==> config.mk <==
export PLATFORM = sky130hd
export DESIGN_NAME = hazard_control_unit
export DESIGN_NICKNAME = d
export VERILOG_FILES = /design/src/rtl/hazard_control_unit.sv
export SDC_FILE = /design/constraint.sdc
export NUM_CORES = 1
export LEC_CHECK = 0
export ABC_AREA = 1
export CORE_ASPECT_RATIO = 0.9
export CORE_UTILIZATION = 42
export DETAILED_ROUTE_END_ITERATION = 16
export GPL_TIMING_DRIVEN = 0
export PLACE_DENSITY = 0.85
export SKIP_LAST_GASP = 1
export SLEW_MARGIN = 5
export SYNTH_ARGS = -nofsm -noshare
export SYNTH_HDL_FRONTEND = slang
export SYNTH_SLANG_ARGS = --single-unit
==> constraint.sdc <==
create_clock -name clk -period 1.6 [get_ports clk]
set_clock_uncertainty 0.05 [all_clocks]
set_input_delay 0.16 -clock clk [delete_from_list [all_inputs] [get_ports clk]]
set_output_delay 0.16 -clock clk [all_outputs]
set_load 0.005 [all_outputs]
==> src/rtl/hazard_control_unit.sv <==
// Hazard/stall sequencer for the 5-stage pipeline: load-use bubbles, branch flushes,
// multi-cycle mul/div hold, plus a saturating stall-cycle counter.
//
//   state | meaning
//   RUN   | normal issue; resolves branch / long-op entry / load-use each cycle
//   BUSY  | long op occupying EX; front of pipe held until cnt reaches 1
module hazard_control_unit #(
    parameter int MULDIV_LAT = 4,
    parameter int CNT_W      = 3,
    parameter int PERF_W     = 16
) (
    input  logic              clk,
    input  logic              reset,
    input  logic [4:0]        IFID_Rs1,
    input  logic [4:0]        IFID_Rs2,
    input  logic              IFID_UsesRs1,
    input  logic              IFID_UsesRs2,
    input  logic [4:0]        IDEX_rd,
    input  logic              IDEX_MemRead,
    input  logic              IDEX_LongOp,
    input  logic              EX_BranchTaken,
    output logic              PCWrite,
    output logic              IFID_Write,
    output logic              IFID_Flush,
    output logic              IDEX_Write,
    output logic              IDEX_Flush,
    output logic              EXMEM_Bubble,
    output logic              Busy,
    output logic [PERF_W-1:0] StallCycles
);

    typedef enum logic {RUN, BUSY} state_t;

    state_t              state_q, state_d;
    logic [CNT_W-1:0]    cnt_q, cnt_d;
    logic [PERF_W-1:0]   stall_q, stall_d;
    logic                load_use;

    assign load_use = IDEX_MemRead && (IDEX_rd != 5'd0) &&
                      ((IFID_UsesRs1 && (IDEX_rd == IFID_Rs1)) ||
                       (IFID_UsesRs2 && (IDEX_rd == IFID_Rs2)));

    always_comb begin
        PCWrite      = 1'b1;
        IFID_Write   = 1'b1;
        IFID_Flush   = 1'b0;
        IDEX_Write   = 1'b1;
        IDEX_Flush   = 1'b0;
        EXMEM_Bubble = 1'b0;
        Busy         = 1'b0;
        state_d      = state_q;
        cnt_d        = cnt_q;

        if (!reset) begin
            case (state_q)
                RUN: begin
                    if (EX_BranchTaken) begin
                        IFID_Flush = 1'b1;
                        IDEX_Flush = 1'b1;
                    end else if (IDEX_LongOp) begin
                        PCWrite      = 1'b0;
                        IFID_Write   = 1'b0;
                        IDEX_Write   = 1'b0;
                        EXMEM_Bubble = 1'b1;
                        cnt_d        = CNT_W'(MULDIV_LAT - 1);
                        state_d      = BUSY;
                    end else if (load_use) begin
                        PCWrite    = 1'b0;
                        IFID_Write = 1'b0;
                        IDEX_Flush = 1'b1;
                    end
                end
                BUSY: begin
                    Busy = 1'b1;
                    if (cnt_q > CNT_W'(1)) begin
                        PCWrite      = 1'b0;
                        IFID_Write   = 1'b0;
                        IDEX_Write   = 1'b0;
                        EXMEM_Bubble = 1'b1;
                        cnt_d        = cnt_q - CNT_W'(1);
                    end else begin
                        // release cycle: result drains into EX/MEM, next op enters EX
                        cnt_d   = '0;
                        state_d = RUN;
                    end
                end
                default: state_d = RUN;
            endcase
        end
    end

    always_comb begin
        stall_d = stall_q;
        if (!PCWrite && (stall_q != {PERF_W{1'b1}}))
            stall_d = stall_q + PERF_W'(1);
    end

    always_ff @(posedge clk) begin
        if (reset) begin
            state_q <= RUN;
            cnt_q   <= '0;
            stall_q <= '0;
        end else begin
            state_q <= state_d;
            cnt_q   <= cnt_d;
            stall_q <= stall_d;
        end
    end

    assign StallCycles = stall_q;

endmodule

=== Yosys cells after proc, flatten, opt, wreduce, memory -nomap -nowiden ===
Index checks and enable logic that the tools add are counted.

* Bits in registers: 20

* Add/sub/neg operators: 2
* Mux-type cells: 29
* $lt $le $gt $ge: 1
* Equality and inequality tests: 5
* Bitwise gates (word level): 1
* Reductions and logical operators: 9

{| class="wikitable"
|+ Operator list
! kind !! count
|-
| two-way mux 1 bit || 22
|-
| adder 16 x 1 -> 16 bit (second input constant) || 1
|-
| inequality test 16 bit (second input constant) || 1
|-
| equality test 5 bit || 2
|-
| two-way mux 3 bit || 3
|-
| case mux 1 bit (2 select lines) || 3
|-
| case mux 3 bit (2 select lines) || 1
|-
| logical AND 1 bit || 5
|-
| nonzero test 5 bit || 1
|-
| inequality test 2 bit (second input constant) || 2
|-
| > comparator 3 x 1 -> 1 bit (second input constant) || 1
|-
| subtractor 3 x 1 -> 3 bit (second input constant) || 1
|-
| AND reduction 2 bit || 1
|-
| zero test 1 bit || 1
|-
| logical OR 1 bit || 1
|-
| NOT 1 bit || 1
|}

=== Logic depth before layout (Yosys ltp) ===
* Word-level depth: 11
* Mapped depth: 12

=== Least setup slack after synthesis ===
OpenSTA, ideal clock, no wires.

* Kind: register to register
* Start point: reg stall_q[0], in the netlist StallCycles[0]
* End point: reg stall_q[12], in the netlist StallCycles[12]
* Path buffers: 1
* Period minus slack after synthesis: 1.761 ns
* Setup slack: -0.161 ns
* Stages on the path, launching flop included: 10
* Data required time: 1.419 ns
* Arrival time: 1.580 ns
* Cells stage by stage: dfxtp_1 > ha_1 > nand2_2 > nor3_4 > nand2_2 > nor2_4 > nand3_4 > clkbuf_1 > nand4_1 > a21oi_2

* Cells in the longest elaborated chain, start to end: 2
* Elaborated cells between the ends (all ways): 3
* Those cells by class: 1 x add/sub; 1 x eq/ne; 1 x reduce/logical

{| class="wikitable"
|+ Ends and longest elaborated chain
! element !! RTL line !! text
|-
| start: declaration || 36 || <nowiki>logic [PERF_W-1:0] stall_q, stall_d;</nowiki>
|-
| start signal: assignment || 106 || <nowiki>stall_q <= stall_d;</nowiki>
|-
| parallel branches: the longest is 2 deep, another holds adder 16 x 1 -> 16 bit || - ||
|}

Several ways; the timed one is not identified.
A chain may end at the register's enable or synchronous reset.

=== Final worst setup path ===
* Start point: reg cnt_q[1]
* End point: out PCWrite

* Cells in the longest elaborated chain, start to end: 4

{| class="wikitable"
|+ Ends and longest elaborated chain
! element !! RTL line !! text
|-
| start: declaration || 35 || <nowiki>logic [CNT_W-1:0] cnt_q, cnt_d;</nowiki>
|-
| start signal: assignment || 105 || <nowiki>cnt_q <= cnt_d;</nowiki>
|-
| > comparator 3 x 1 -> 1 bit || 75 || <nowiki>if (cnt_q > CNT_W'(1)) begin</nowiki>
|-
| two-way mux 1 bit || 75 ||
|-
| case mux 1 bit (2 select lines) || 55 || <nowiki>case (state_q)</nowiki>
|-
| two-way mux 1 bit || 54 || <nowiki>if (!reset) begin</nowiki>
|-
| end: declaration || 22 || <nowiki>output logic PCWrite,</nowiki>
|}

No other way between the ends.

==> results.cfg <==
[finish]
num_antenna_cells = 0
final_nets = 327
area_growth_pct = 58.08
final_common_cell = nand2_1
layout-drive-gt1-share_pct = 25.58
final_cell_mix = nand2_1, inv_1, nor2_1

[pwr]
fin_total_pwr_mw = 1.228
ir_drop_v = 0.0003197
power_leakage_nw = 1.051
p_per_area_nw_per_um2 = 533.4

[synthesis]
yosysUniqueCellTypes = 26
syn-cell-area_um2 = 1456
ys_ff_latch = 20
synth.avg_cell_area_um2 = 6.278
seq_area_frac_synth_pct = 27.49
synthCells = 232
synth_warnings = 0
syn_nets = 257

[sta]
holdWs_ns = 0.2491
period_share_pct = 119.2
worst_pin_slew_ns = 0.4429
fin_ws_ns = -0.3080
max-slew-margin-rel_pct = 70.47
grt_setup_unrepaired = yes
setup_viol = 23
min_period_ns = 1.908
maxSlewViolCount = 0
final_hold_viol_count = 0
fmax_ghz = 0.5241

[critical_path]
cp.arrival_ns = 1.70
crit_chain = inv_2 -> ha_4 -> o21bai_4 -> nand2_1 -> inv_2 -> a21oi_4 -> buf_6 -> nand2_4 -> buf_6 -> buf_6
slowest_stage = dfxtp_2
end_kind = output port
cpMostUsedCell = buf_6
worstSetupStartpointType = flip-flop
criticalPathCategory = reg -> out
max_stage_delay_ns = 0.35
cp.required_ns = 1.39
crit_fanout = 3

[global_routing]
antenna_found_initial = 0
grt-ovfl-total = 0
grt.total_usage_pct = 26.01
grt_pass1_vias = 1667
grt_pass1_wl_um = 7424
grt_start_max_net_pins = 12

[route]
met1_length_um = 1812
ant_nets = 0
top_layer_used = met4
drc = 0
via_per_inst = 5.210
detail_route.first_pass.iterations = 6
via_count = 1787
wl_per_cell_um = 13.69
wl_met2_um = 2463
route.met3.wl_um = 314
drt_iter0_drc = 185
wl_um = 4696

[clock_tree]
cts_tree = built
cts_buffers = 3
clk_latency_ns = 0.27
cts_max_level = 1
cts_buffer_depth = 2
clkTransAtPathRegs_ns = 0.08
clkSinkCount = 20
cts-root-buf = clkbuf_8

[die]
die_w_um = 64.07
dieArea_um2 = 3707
core_um2 = 3186
start_util_pct = 45.72
num_io_pins = 45
dieHeight_um = 57.87
fp-row-count = 19

[run_status]
run_status = finished with violations
violations = setup timing

[placement]
place.gp.congestion = 0.8839
port_buffers = 43
dp_hpwl_um = 2750

[min_path]
min_path_type = in -> reg

[run]
cap_viol_max_count = 0
## synthesized netlist by cell type
cell type	n	area share, %
inv_2	6	1.5
clkbuf_1	3	0.77
dfxtp_1	20	27
nand3_4	2	2.4
nor3_1	2	0.69
nor2_1	26	6.7
xor2_1	10	6.0
a221oi_1	1	0.60
ha_1	3	2.6
a21oi_2	2	1.2
buf_6	1	0.77
buf_2	2	0.69
nand2_2	2	0.86
o21ai_0	3	1.0
nand4_1	16	6.9
nor3_2	1	0.69
nor3_4	1	1.1
a21oi_1	15	5.2
o21bai_1	1	0.52
buf_4	1	0.52
nand2_1	71	18
nor2_4	1	0.77
xnor2_1	3	1.8
o21ai_1	2	0.69
nand3_1	8	2.7
inv_1	29	7.5
## cell type report
type | count | area [um2]
multi-input cells | 170 | 1002
repair buffers | 65 | 585.6
well taps | 42 | 52.55
fillers | 245 | 883.3
plain buffers | 7 | 67.56
flip-flops and latches | 20 | 415.4
inverters | 35 | 133.9
clock buffers | 4 | 45.04
## registers in the layout, indices dropped and copies added (netlist names)
signal       flops
state_q          1
StallCycles     16
cnt_q            3
## critical path, delay by kind of cell, from the launching register on
kind / cells / cell delay [ns]
adder cells (fa/ha/maj): 1 / 0.14
AO/OA/AOI/OAI: 2 / 0.37
AND/OR/NAND/NOR: 2 / 0.11
flip-flops: 1 / 0.35
buffers and inverters: 5 / 0.45
## layer usage
| metal | vias up | GRT usage, % |
|---|---|---|
| li1 | 874 | - |
| met1 | 804 | 27.83 |
| met5 | - | 0 |
| met2 | 96 | 50.00 |
| met4 | 0 | 12.34 |
| met3 | 13 | 3.937 |
## kinds of logic (layout without fill, tap and decap cells)
| logic type | count (synthesis) | after routing | synth area share [%] |
|---|---|---|---|
| buf+inv | 42 | 111 | 11.77 |
| simple gates | 130 | 130 | 41.15 |
| xor+xnor | 13 | 13 | 7.818 |
| compound gates | 24 | 24 | 9.193 |
| fa+ha+maj | 3 | 3 | 2.578 |
| flops | 20 | 20 | 27.49 |
## repair_timing
action                     4_1_cts  5_1_grt
gates resized for setup         71       15
buffers inserted                21        3
setup endpoints to repair       25       26
cloned                           1        0
hold endpoints to repair         0        0
hold buffers                     0        0
pin swaps                       17       11
## final timing paths
kind | slack [ns] | to | depth (start not counted) | from
hold / removal | 0.25 | StallCycles[1] | 2 | reset
setup reg to reg | -0.25 | StallCycles[6] | 12 | cnt_q[1]
setup / recovery | -0.31 | PCWrite | 10 | cnt_q[1]
hold reg to reg | 0.45 | StallCycles[3] | 2 | StallCycles[3]
## power breakdown
part / internal [mW] / switching (mW) / leakage [nW]
Combinational: 0.171 / 0.173 / 0.863
Sequential: 0.508 / 0.0166 / 0.165
Clock: 0.178 / 0.181 / 0.0228
## stage by stage
| stage | worst slack (ns) | cell area (um2) | std cells | setup TNS, ns | utilization, % |
|---|---|---|---|---|---|
| 6_report | -0.3080 | 2302 | 343 | -4.891 | 72.27 |
| 3_3_place_gp | -0.9616 | 1982 | 317 | -10.23 | 62.22 |
| 2_1_floorplan | -0.05150 | 1499 | 232 | -0.4175 | - |
| 4_1_cts | -0.2075 | 2251 | 341 | -1.552 | 70.66 |
| 3_5_place_dp | -1.015 | 1982 | 317 | -11.26 | 62.22 |
| 5_1_grt | -0.3496 | 2302 | 343 | -6.212 | 72.27 |
(Power assumes the default switching activity.)
